--- config.mk ---
export PLATFORM = sky130hd
export DESIGN_NAME = kernel_coeff_streamer
export DESIGN_NICKNAME = d
export VERILOG_FILES = /design/src/rtl/filter_pkg.sv /design/src/rtl/kernel_coeff_bank.sv /design/src/rtl/kernel_coeff_streamer.sv
export SDC_FILE = /design/constraint.sdc
export NUM_CORES = 1
export LEC_CHECK = 0
export CORE_MARGIN = 3
export CORE_UTILIZATION = 53
export DETAILED_ROUTE_END_ITERATION = 10
export PLACE_DENSITY = 0.93
export SLEW_MARGIN = 20
export SYNTH_ARGS = -nofsm -noshare
export SYNTH_HDL_FRONTEND = slang
export SYNTH_SLANG_ARGS = --single-unit
export TNS_END_PERCENT = 50
--- constraint.sdc ---
create_clock -name clk -period 3.55 [get_ports clk]
set_input_delay 0.8875 -clock clk [delete_from_list [all_inputs] [get_ports clk]]
set_output_delay 0.8875 -clock clk [all_outputs]
set_load 0.05 [all_outputs]
--- src/rtl/filter_pkg.sv ---
// Shared types and preset kernels for the image-filter datapath: FSM states,
// 3x3 preset tables, slot indices and a preset lookup used at reset.
package filter_pkg;

  typedef enum logic [1:0] {IDLE, STREAM, DONE} state_t;

  localparam int SLOT_LAPLACIAN = 0;
  localparam int SLOT_SOBEL_X   = 1;
  localparam int SLOT_SOBEL_Y   = 2;
  localparam int SLOT_IDENTITY  = 3;

  localparam int LAPLACIAN_3x3 [9] = '{0, -1, 0, -1, 4, -1, 0, -1, 0};
  localparam int SOBEL_X_3x3   [9] = '{-1, 0, 1, -2, 0, 2, -1, 0, 1};
  localparam int SOBEL_Y_3x3   [9] = '{-1, -2, -1, 0, 0, 0, 1, 2, 1};
  localparam int IDENTITY_3x3  [9] = '{0, 0, 0, 0, 1, 0, 0, 0, 0};

  // Non-3x3 kernels and unlisted slots fall back to a centred identity.
  function automatic int preset_tap(input int slot, input int idx, input int ksize);
    int r;
    r = (idx == (ksize * ksize) / 2) ? 1 : 0;
    if (ksize == 3 && idx >= 0 && idx < 9) begin
      case (slot)
        SLOT_LAPLACIAN: r = LAPLACIAN_3x3[idx[3:0]];
        SLOT_SOBEL_X:   r = SOBEL_X_3x3[idx[3:0]];
        SLOT_SOBEL_Y:   r = SOBEL_Y_3x3[idx[3:0]];
        default:        r = IDENTITY_3x3[idx[3:0]];
      endcase
    end
    return r;
  endfunction

endpackage

--- src/rtl/kernel_coeff_bank.sv ---
// Coefficient storage with reset presets and one asynchronous read port.
// KERNEL_WRITE_EN enables the write port; otherwise storage is a constant table.
import filter_pkg::*;

module kernel_coeff_bank #(
  parameter int COEF_W      = 9,
  parameter int KSIZE       = 3,
  parameter int NUM_KERNELS = 4,
  localparam int N  = KSIZE * KSIZE,
  localparam int KW = (NUM_KERNELS > 1) ? $clog2(NUM_KERNELS) : 1,
  localparam int AW = $clog2(N)
) (
  input  logic                     clk,
  input  logic                     reset,
  input  logic                     wr_en,
  input  logic [KW-1:0]            wr_kernel,
  input  logic [AW-1:0]            wr_addr,
  input  logic signed [COEF_W-1:0] wr_data,
  input  logic [KW-1:0]            rd_kernel,
  input  logic [AW-1:0]            rd_addr,
  output logic signed [COEF_W-1:0] rd_data
);

  logic rd_ok;
  assign rd_ok = (int'(rd_kernel) < NUM_KERNELS) && (int'(rd_addr) < N);

`ifdef KERNEL_WRITE_EN
  logic signed [COEF_W-1:0] mem [NUM_KERNELS][N];

  always_ff @(posedge clk or negedge reset) begin
    if (!reset) begin
      for (int k = 0; k < NUM_KERNELS; k++)
        for (int a = 0; a < N; a++)
          mem[k][a] <= COEF_W'(preset_tap(k, a, KSIZE));
    end else if (wr_en && int'(wr_kernel) < NUM_KERNELS && int'(wr_addr) < N) begin
      mem[wr_kernel][wr_addr] <= wr_data;
    end
  end

  always_comb begin
    rd_data = '0;
    if (rd_ok) rd_data = mem[rd_kernel][rd_addr];
  end
`else
  // Read-only build: the table folds into constant logic.
  logic unused_wr;
  assign unused_wr = ^{clk, reset, wr_en, wr_kernel, wr_addr, wr_data};

  always_comb begin
    rd_data = '0;
    if (rd_ok) rd_data = COEF_W'(preset_tap(int'(rd_kernel), int'(rd_addr), KSIZE));
  end
`endif

endmodule

--- src/rtl/kernel_coeff_streamer.sv ---
// Streams one selected kernel's taps in raster order over valid/ready and
// reports the tap sum with a done pulse. Write port active with KERNEL_WRITE_EN.
import filter_pkg::*;

module kernel_coeff_streamer #(
  parameter int COEF_W      = 9,
  parameter int KSIZE       = 3,
  parameter int NUM_KERNELS = 4,
  localparam int N  = KSIZE * KSIZE,
  localparam int KW = (NUM_KERNELS > 1) ? $clog2(NUM_KERNELS) : 1,
  localparam int AW = $clog2(N),
  localparam int SW = COEF_W + AW + 1
) (
  input  logic                     clk,
  input  logic                     reset,
  input  logic                     start,
  input  logic [KW-1:0]            kernel_sel,
  output logic                     busy,
  output logic                     coef_valid,
  input  logic                     coef_ready,
  output logic signed [COEF_W-1:0] coef_data,
  output logic [AW-1:0]            coef_idx,
  output logic                     coef_last,
  output logic                     done,
  output logic signed [SW-1:0]     coef_sum,
  input  logic                     wr_en,
  input  logic [KW-1:0]            wr_kernel,
  input  logic [AW-1:0]            wr_addr,
  input  logic signed [COEF_W-1:0] wr_data
);

  function automatic logic signed [SW-1:0] sext(input logic signed [COEF_W-1:0] v);
    return SW'(v);
  endfunction

  state_t                   state_q, state_d;
  logic [KW-1:0]            sel_p0;
  logic [KW-1:0]            rd_kernel;
  logic [AW-1:0]            rd_addr;
  logic signed [COEF_W-1:0] rd_data;
  logic                     accept;

  assign accept = coef_valid & coef_ready;

  // Next tap is read from pre-edge storage, so same-edge writes are not seen.
  assign rd_kernel = (state_q == IDLE) ? kernel_sel : sel_p0;
  assign rd_addr   = (state_q == IDLE) ? '0 : coef_idx + AW'(1);

  kernel_coeff_bank #(
    .COEF_W(COEF_W), .KSIZE(KSIZE), .NUM_KERNELS(NUM_KERNELS)
  ) u_bank (
    .clk(clk), .reset(reset),
    .wr_en(wr_en), .wr_kernel(wr_kernel), .wr_addr(wr_addr), .wr_data(wr_data),
    .rd_kernel(rd_kernel), .rd_addr(rd_addr), .rd_data(rd_data)
  );

  always_comb begin
    state_d = state_q;
    case (state_q)
      IDLE:    if (start) state_d = STREAM;
      STREAM:  if (accept && coef_last) state_d = DONE;
      DONE:    state_d = IDLE;
      default: state_d = IDLE;
    endcase
  end

  // Stage p0: state, handshake outputs and accumulator
  always_ff @(posedge clk or negedge reset) begin
    if (!reset) begin
      state_q    <= IDLE;
      sel_p0     <= '0;
      busy       <= 1'b0;
      coef_valid <= 1'b0;
      done       <= 1'b0;
      coef_data  <= '0;
      coef_idx   <= '0;
      coef_last  <= 1'b0;
      coef_sum   <= '0;
    end else begin
      state_q    <= state_d;
      busy       <= (state_d != IDLE);
      coef_valid <= (state_d == STREAM);
      done       <= (state_d == DONE);
      if (state_q == IDLE && start) begin
        sel_p0    <= kernel_sel;
        coef_data <= rd_data;
        coef_idx  <= '0;
        coef_last <= (N == 1);
        coef_sum  <= '0;
      end else if (state_q == STREAM && accept) begin
        coef_sum <= coef_sum + sext(coef_data);
        if (!coef_last) begin
          coef_data <= rd_data;
          coef_idx  <= coef_idx + AW'(1);
          coef_last <= (coef_idx + AW'(1) == AW'(N - 1));
        end
      end
    end
  end

endmodule

==> results_dict.tcl <==
set metrics [dict create \
    dp_slack_ps 701 \
    fin_worst_skew_ps 5.12 \
    antenna_found_initial 0 \
    wl_um 4950 \
    max_freq_ghz 0.341 \
    synth_edf_count 0 \
    synthTopCellsByArea "dfrtp_1 (35%), ha_1 (9.4%), o21ai_0 (5.2%), nand2_1 (4.0%), a21o_1 (3.9%)" \
    yosys.area_share.simple 0.189 \
    hold_class "flip-flop to flip-flop" \
    start_kind "flip-flop" \
    cts_setup_buffers 0 \
    async_flop_share 1.00 \
    cts_resized 0 \
    yosys-top-cells-count "dfrtp_1 (30), nand2_1 (23), o21ai_0 (22)" \
    critPathTopFamily "buffers and inverters" \
    cp.required_ps 2660 \
    synth_top_area_cell "dfrtp_1" \
    drc 0 \
    grt_pass1_wl_um 8330 \
    first_pass_iters 5 \
    wl_per_cell_um 15.6 \
    critical_path_peak_fanout 21 \
    synth_fp_nets 280 \
    first_global_vias 1802 \
    die_h_um 69.5 \
    htreeDepth 2 \
    critical_path.slowest_cell "clkdlybuf4s50_1" \
    yosysSeqAreaShare 0.352 \
    worst_pin_slew_ps 838 \
    via_per_inst 5.94 \
    fin_crit_sh 0.826 \
    outcome "finished clean" \
    die_x_um 69.5 \
    netlist_area_um2 2130 \
    tns_ps 0 \
    core_um2 3770 \
    grt_use_total 0.211 \
    yosys.area_share.adder 0.103 \
    final_nets 307 \
    fin_crit_ps 2930 \
    rsz0062_at_grt "false" \
    slew_viol_final 0 \
    netlist_instances 241 \
    synth.most_common_cell "dfrtp_1" \
    gp_congestion 0.880 \
    portBuffers 36 \
    cts_buffers 5 \
    reg2reg_depth 7 \
    fillers 310 \
    synth_mux_area_frac 0.0293 \
    layout-drive-gt1-share 0.0634 \
    via_count 1876 \
    hold_buffers 0 \
    clock_latency_ps 290 \
    worst_slack_ps 616 \
    boundaryPins 53 \
    initial_core_util 0.566 \
    dpl.hpwl_um 3530 \
    die_area_um2 4820 \
    synth_top_family_by_area "compound AO/OA/AOI/OAI gates" \
    synthDistinctLibCells 45 \
    cp_num_cells 1 \
    synth_seq_cells 30 \
    synth_compound_area_frac 0.220 \
    maxSlewHeadroom 0.441 \
    cts_tree "built" \
    area_growth_pct 19.6 \
    worstPathArrival_ps 2050 \
    drt-initial-drc-count 134 \
    clk_pin_slew_ps 60 \
    hold_viol_final 0 \
    synthDominantCellAreaShare 0.352 \
    synthFlopType "dfrtp_1" \
    clock-sinks 30 \
    hold_depth 1 \
    grt_start_max_net_pins 31 \
    cts-root-buf "clkbuf_8" \
    critPathCaptureType "primary output" \
    avgSynthCellArea_um2 8.86 \
    drv_cap 0 \
    antenna_cells 0 \
    finalSetupViolCount 0 \
    final_antenna_net_count 0 \
    cp_cell_sequence "clkdlybuf4s50_1" \
    synth-xor-area-share 0.0574 \
    cp_slowest_stage_delay_ps 950 \
    grt-ovfl-total 0 \
    critPathBufInv 1 \
    rows 22 \
    path_class "flip-flop to primary output" \
    clock_path_buffers 2 \
    synth_warnings 0 \
]
-- per-layer routing --
| layer | vias up | GRT usage | wire, um |
|---|---|---|---|
| met4 | 0 | 0.0456 | 76 |
| li1 | 922 | - | - |
| met3 | 11 | 0.0652 | 270 |
| met5 | - | 0 | 0 |
| met2 | 52 | 0.331 | 2280 |
| met1 | 891 | 0.288 | 2320 |
-- stage by stage --
| step | util | hold WS, ps | cells | area [um^2] |
|---|---|---|---|---|
| global placement | 0.657 | 474 | 309 | 2480 |
| detailed placement | 0.657 | 502 | 309 | 2480 |
| CTS | 0.677 | 515 | 316 | 2550 |
| floorplan | - | 520 | 241 | 2130 |
| global route | 0.677 | 554 | 316 | 2550 |
| finish | 0.677 | 517 | 316 | 2550 |
-- registers in the layout, indices dropped and copies added, names as in the netlist --
signal / cells
busy: 1
sel_p0: 2
done: 1
coef_idx: 4
coef_sum: 14
coef_data: 4
coef_last: 1
state_q: 2
coef_valid: 1
-- kinds of logic after synthesis --
family          count (synthesis)
compound gates                 71
xor+xnor                       14
buf+inv                        21
flops                          30
mux                             6
fa+ha+maj                      17
simple gates                   82
-- cell type report --
type | count | area [um^2] | area share
inverters | 3 | 11.3 | 0.00441
clock buffers | 7 | 76.3 | 0.0299
repair buffers | 38 | 375 | 0.147
multi-input cells | 190 | 1280 | 0.501
well taps | 48 | 60.1 | 0.0235
flip-flops and latches | 30 | 751 | 0.294
-- path summary, 6_finish.rpt --
kind                                           from                  endpoint  slack (ps)
setup / recovery           coef_data[7]$_DFFE_PN0P_              coef_data[3]         620
hold / removal             coef_sum[13]$_DFFE_PN0P_  coef_sum[13]$_DFFE_PN0P_         520
setup reg to reg           coef_data[7]$_DFFE_PN0P_  coef_sum[11]$_DFFE_PN0P_         810
hold reg to reg            coef_sum[13]$_DFFE_PN0P_  coef_sum[13]$_DFFE_PN0P_         520
max in group asynchronous                     reset     coef_last$_DFFE_PN0P_        2290
min in group asynchronous                     reset   coef_sum[7]$_DFFE_PN0P_         990
-- cells in the final DEF (no fill, tap or decap), types with 2 or more instances in the layout --
cell type	n
nand4_1	4
a21oi_1	10
or2_1	2
o22ai_1	4
nor3_1	5
dfrtp_1	30
o211ai_1	3
o41ai_1	2
clkbuf_1	2
mux2i_1	4
clkbuf_8	5
xor2_1	7
nand2_1	23
nand3_1	16
inv_1	3
xnor2_1	7
o21a_1	3
a22o_1	2
o21ai_0	22
and3_1	2
a21oi_2	2
a21o_1	11
clkdlybuf4s50_1	36
a31oi_1	2
nor3b_1	4
mux2_2	2
ha_1	16
o21ai_1	2
nor2b_1	2
nand2b_1	4
nor2_1	16
buf_4	2
Power is not shown: default switching activity piles up to over one toggle a cycle in this logic, so the estimate is an artifact.
